==> config.mk <==
export PLATFORM = sky130hd
export DESIGN_NAME = riscv_trace_monitor
export DESIGN_NICKNAME = d
export VERILOG_FILES = /design/src/rtl/riscv_trace_monitor.sv
export SDC_FILE = /design/constraint.sdc
export NUM_CORES = 2
export LEC_CHECK = 0
export CORE_MARGIN = 4
export CORE_UTILIZATION = 40
export DETAILED_ROUTE_END_ITERATION = 6
export PLACE_DENSITY = 0.62
export SLEW_MARGIN = 20
export SYNTH_ARGS = -nofsm -noshare
export SYNTH_HDL_FRONTEND = slang
export SYNTH_MEMORY_MAX_BITS = 65536
export SYNTH_SLANG_ARGS = --single-unit
export TNS_END_PERCENT = 100
==> constraint.sdc <==
create_clock -name clk -period 7.3 [get_ports clk]
set_input_delay 2.19 -clock clk [delete_from_list [all_inputs] [get_ports clk]]
set_output_delay 2.19 -clock clk [all_outputs]
set_load 0.005 [all_outputs]
==> src/rtl/riscv_trace_monitor.sv <==
// Commit-trace monitor: records architectural register writes into a circular buffer,
// detects a PC self-loop as program end, then drains oldest-first. Optional macro: TRACE_REGMASK_EN.
module riscv_trace_monitor #(
  parameter int unsigned XLEN        = 32,
  parameter int unsigned DEPTH       = 64,
  parameter int unsigned HALT_CYCLES = 8
`ifdef TRACE_REGMASK_EN
  ,
  parameter logic [31:0] REG_MASK    = 32'hFFFF_FFFE
`endif
) (
  input  logic                       clk,
  input  logic                       rst,
  input  logic [XLEN-1:0]            pc,
  input  logic                       wb_en,
  input  logic [4:0]                 wb_rd,
  input  logic [XLEN-1:0]            wb_data,
  output logic                       rd_valid,
  input  logic                       rd_ready,
  output logic [XLEN-1:0]            rd_pc,
  output logic [4:0]                 rd_idx,
  output logic [XLEN-1:0]            rd_data,
  output logic                       halted,
  output logic                       done,
  output logic                       overflow,
  output logic [$clog2(DEPTH+1)-1:0] count
);

  localparam int unsigned AW = $clog2(DEPTH);
  localparam int unsigned CW = $clog2(DEPTH + 1);
  localparam int unsigned SW = $clog2(HALT_CYCLES + 1);
  localparam int unsigned EW = 2 * XLEN + 5;

  typedef enum logic [1:0] {
    CAPTURE,
    HALTED,
    DRAIN,
    DONE
  } state_t;

  state_t        state;
  state_t        state_next;

  logic [AW-1:0] wr_ptr;
  logic [AW-1:0] rd_ptr;
  logic [CW-1:0] cnt;
  logic [XLEN-1:0] pc_q;
  logic [SW-1:0] same_cnt;
  logic          ovf;

  logic [EW-1:0] mem [DEPTH];
  logic [EW-1:0] entry;

  logic          reg_ok;
  logic          rec;
  logic          pop;
  logic          full;
  logic          pc_same;
  logic          halt_hit;

  always_comb begin
`ifdef TRACE_REGMASK_EN
    reg_ok = REG_MASK[wb_rd];
`else
    reg_ok = 1'b1;
`endif
    rec      = (state == CAPTURE) && wb_en && (wb_rd != '0) && reg_ok;
    full     = (cnt == CW'(DEPTH));
    pop      = (state == DRAIN) && rd_ready;
    pc_same  = (pc == pc_q);
    halt_hit = pc_same && (same_cnt == SW'(HALT_CYCLES - 1));
  end

  always_comb begin
    state_next = state;
    case (state)
      CAPTURE: if (halt_hit) state_next = HALTED;
      HALTED:  state_next = (cnt != '0) ? DRAIN : DONE;
      DRAIN:   if (pop && (cnt == CW'(1))) state_next = DONE;
      DONE:    state_next = DONE;
      default: state_next = CAPTURE;
    endcase
  end

  always_ff @(posedge clk) begin
    if (rst) begin
      state    <= CAPTURE;
      wr_ptr   <= '0;
      rd_ptr   <= '0;
      cnt      <= '0;
      pc_q     <= '0;
      same_cnt <= '0;
      ovf      <= 1'b0;
    end else begin
      state <= state_next;
      pc_q  <= pc;
      if (!pc_same) begin
        same_cnt <= '0;
      end else if (same_cnt != SW'(HALT_CYCLES)) begin
        same_cnt <= same_cnt + SW'(1);
      end
      // Record and pop are exclusive by state; a full buffer drops its oldest entry.
      if (rec) begin
        wr_ptr <= wr_ptr + AW'(1);
        if (full) begin
          rd_ptr <= rd_ptr + AW'(1);
          ovf    <= 1'b1;
        end else begin
          cnt <= cnt + CW'(1);
        end
      end else if (pop) begin
        rd_ptr <= rd_ptr + AW'(1);
        cnt    <= cnt - CW'(1);
      end
    end
  end

  always_ff @(posedge clk) begin
    if (rec) begin
      mem[wr_ptr] <= {pc, wb_rd, wb_data};
    end
  end

  always_comb begin
    entry    = mem[rd_ptr];
    rd_valid = (state == DRAIN);
    rd_pc    = '0;
    rd_idx   = '0;
    rd_data  = '0;
    if (rd_valid) begin
      rd_pc   = entry[EW-1 -: XLEN];
      rd_idx  = entry[XLEN +: 5];
      rd_data = entry[XLEN-1:0];
    end
    halted   = (state != CAPTURE);
    done     = (state == DONE);
    overflow = ovf;
    count    = cnt;
  end

endmodule

==> results <==
- The flow ran to the end, and the final reports show no timing, DRC or antenna violations.
- The count of buffers added on input and output ports is 152.
- Synthesis instantiated 62 different standard cells from the library.
- Measured along the y axis, the die boundary spans 660 um.
- Clock tree synthesis inserted a total of 430 buffers.
- The largest fanout on the critical path is 97.
- At the end of routability-driven placement, the weighted congestion stood at 0.831.
- The global route total overflow is 0.
- The clock network latency to the later pin of the worst-skew pair is 0.99 ns.
- STA classifies the critical path endpoint as a primary output.
- Of the synthesized area, sequential elements account for 0.787.
- Measured in cells, the most critical reg-to-reg path has a length of 9.
- The post-CTS setup-driven buffer insertion count is 0.
- The async set-or-reset flop fraction in the synthesized netlist is 0.
- In this run the clock root is driven by a sky130_fd_sc_hd__clkbuf_16.
- The post-synthesis register bit count is 4480.
- The count of filler cells inserted in the layout is 34600.
- After detailed routing, no signal wire sits above met5.
- The number of max-slew violations in the final report came to 0.
- The maximum number of pins on one net before global-route repair is 129.
- Wire segments on met2 add up to 243000 um in the final route.
- The area overhead of the layout relative to synthesis is 14.6%.
- Across every metal layer, demand over resource in global routing totals 0.229.
- By startpoint and endpoint, the worst setup path is classified as reg2out.
- The first global-routing pass estimated ~700000 um of wire.
- During synthesis, Yosys emitted a total of 0 warnings.
- Summing all placed instances gives a cell area of 181000 um^2.
- Power spread over the standard cell area amounts to 280 nW/um^2.
- The number of synthesized flops with an enable pin is 4416.
- The startpoint of the most critical hold path is overflow$_SDFFE_PP0P_.
- The number of nets handed over by synthesis was 7766.
- The post-synthesis instance total is 7686.
- The total met3 wirelength after detailed routing is a little over 50000 um.
- The mean cell area of the mapped netlist is 22.1 um^2.
- The count of boundary I/O pins is ~150.
- Of the cells placed in the final design, the portion with a size suffix greater than 1 is 0.248.
- The count of endpoints failing hold in the final timing report came to 0.
- The wire-length estimate of the detail-placed layout is between 200000 and 300000 um.
- The via count of the first global-routing pass is 85600.
- The analysis attributes to cell leakage a power of slightly below 0.06 uW.
- In this run the critical register-to-register path is launched from state[0]$_SDFFE_PP0P_.
- The worst register-to-register path has a setup slack of between 3 and 4 ns.
- The worst slew margin relative to its limit is 0.191.
- Setup repair after global routing left no endpoint under its margin.
- The length of routed wiring on met1 is 191000 um.
- The clock transition at the registers of the reported paths is about 0.060 ns.
- The die covers 436000 um^2.
- The required time at the endpoint of the critical path is approximately 5.1 ns.
- The endpoint identified for the worst register-to-register timing path is mem[40][0]$_DFFE_PP_.
- The net count of the finished layout is 8281.
- The most common cell after layout, fill and taps aside is sky130_fd_sc_hd__edfxtp_1.
- The clock period minus final worst setup slack is a little over 7 ns.
- The first-pass detailed-route iteration total is 5.
- The data arrival time of the critical path is 4.93 ns.
- The ratio of routed vias to standard cells is 6.09.
- CTS saw 4480 sinks.
- The initial antenna violation count was 48.
- The clock arrives with 0.0710 ns of skew.
- The setup TNS after final layout is 0 ns.
- The total area inside the core boundary comes to 424000 um^2.
- The area of all placed cells without fillers is roughly 200000 um^2.
- CTS built an H-tree with a depth of 5.
- The final route contains 86600 vias.
- The type of element launching the critical path is a register.
- After synthesis the cells add up to 170000 um^2.
- The number of cells upsized or downsized after cts is 0.
- The floorplan has around 240 rows.
- The overall die width is 660 um.
- In the routed design, unresolved DRC markers number 0.
- The most used flip-flop cell after synthesis is sky130_fd_sc_hd__edfxtp_1.
- The starting density of the core is 0.402.
- The detail route stage leaves a number of antenna-violating nets equal to 0.
- The share of the cycle needed by the critical path after routing is 0.976.
- The iteration-0 DRC count of the detailed router is approximately 12000.
- In this run, post-CTS hold repair placed 0 buffers.
- Across the run, the number of max-cap violations was 0.
- Based on the critical path, the design can be clocked at up to 0.140 GHz.
- For the pin with the worst max-slew slack, the measured transition is 1.21 ns.
- Counting along the longest clock path gives a buffer depth of 4.
- In this run the worst setup path terminates at rd_data[0].
- The total setup violations reported at the end of the flow is 0.
- The post-detailed-route wirelength per cell is 35.7 um.
- Across the VDD grid, the largest voltage drop is 225 uV.
- The path class of the tightest hold or removal check is reg2reg.
- In the layout the commonest cells are sky130_fd_sc_hd__edfxtp_1, sky130_fd_sc_hd__mux4_2, sky130_fd_sc_hd__clkbuf_16.
- The TritonCTS clock tree is built.
- The sum of routed wire length over all layers is 508000 um.
[Yosys cell counts, drive strengths merged, types with 50 or more instances]
master | count | area share
edfxtp | 4416 | 0.78
nor2 | 170 | 0.0037
clkbuf | 168 | 0.0037
mux4 | 977 | 0.13
mux2i | 342 | 0.020
nor2b | 86 | 0.0032
a22oi | 50 | 0.0022
dfxtp | 64 | 0.0075
o21ai | 82 | 0.0024
o221ai | 67 | 0.0034
nand2 | 168 | 0.0037
o211ai | 51 | 0.0022
buf | 274 | 0.0084
nor3 | 107 | 0.0031
o22ai | 229 | 0.0084
[flip-flops by register name (all words and copies together) (netlist names), named ones only]
signal and count:
pc_q 32, same_cnt 4, wr_ptr 6, state 2
mem 4416, count 7, rd_ptr 6, overflow 1
[report_power, final]
| group | switching (uW) | leakage, uW | internal, uW |
|---|---|---|---|
| sequential | 84.4 | 0.0403 | 28400 |
| clock | 9550 | 0.00671 | 12500 |
| combinational | 2270 | 0.0112 | 1800 |
[area by class of cell]
type | instances | area [um^2] | share of cell area
Antenna cell | 12 | 30.0 | 0.000154
Clock buffer | 535 | 11400 | 0.0586
Clock inverter | 251 | 2400 | 0.0123
Inverter | 7 | 32.5 | 0.000167
Multi-Input combinational cell | 2757 | 34800 | 0.178
Sequential cell | 4480 | 134000 | 0.686
Tap cell | 5663 | 7090 | 0.0363
Timing Repair Buffer | 525 | 5370 | 0.0275
[per-layer routing]
| layer | track usage | vias up |
|---|---|---|
| li1 | - | 33700 |
| met1 | 0.308 | 47000 |
| met2 | 0.370 | 5011 |
| met3 | 0.0472 | 964 |
| met4 | 0.0894 | 16 |
| met5 | 0 | - |
[worst min-delay path by stage]
stage                            end  slack (ns)  cells after the start
4_1_cts        overflow$_SDFFE_PP0P_        0.50                      2
5_1_grt                     register        0.53                      2
6_report       overflow$_SDFFE_PP0P_        0.49                      2
3_5_place_dp   overflow$_SDFFE_PP0P_        0.49                      2
3_3_place_gp   overflow$_SDFFE_PP0P_        0.49                      2
2_1_floorplan               register        0.45                      2
[worst max-delay path: stages (launching register included)]
cell and delay [ns]:
sky130_fd_sc_hd__dfxtp_4 0.79, sky130_fd_sc_hd__buf_12 0.51, sky130_fd_sc_hd__mux4_2 0.42, sky130_fd_sc_hd__mux2i_1 0.72, sky130_fd_sc_hd__o211ai_1 0.24, sky130_fd_sc_hd__buf_4 0.21, sky130_fd_sc_hd__o21a_1 0.29, sky130_fd_sc_hd__clkdlybuf4s50_1 0.50
[cell families (layout without fill, tap and decap cells)]
kind of cell    count (synthesis)  count (layout)  share of synthesized area
xor+xnor                       42              42                    0.00216
fa+ha+maj                       7               7                   0.000515
buf+inv                       449            1318                     0.0123
flops                        4480            4480                      0.787
compound gates                742             742                     0.0304
simple gates                  641             641                     0.0180
mux                          1325            1325                      0.150
other cells                     0              12                          0
[metrics by stage]
stage	utilization	total power, uW	hold WS [ns]	instances	setup WS [ns]
floorplan	-	31600	0.453	7686	0.602
CTS	0.460	54900	0.499	14200	0.0322
finish	0.460	54600	0.493	14200	0.177
global placement	0.427	33100	0.485	13400	1.06
detailed placement	0.427	33200	0.486	13400	1.13
global route	0.460	56200	0.532	14200	0.0427
Note: power is estimated with default switching activity, not from simulation.
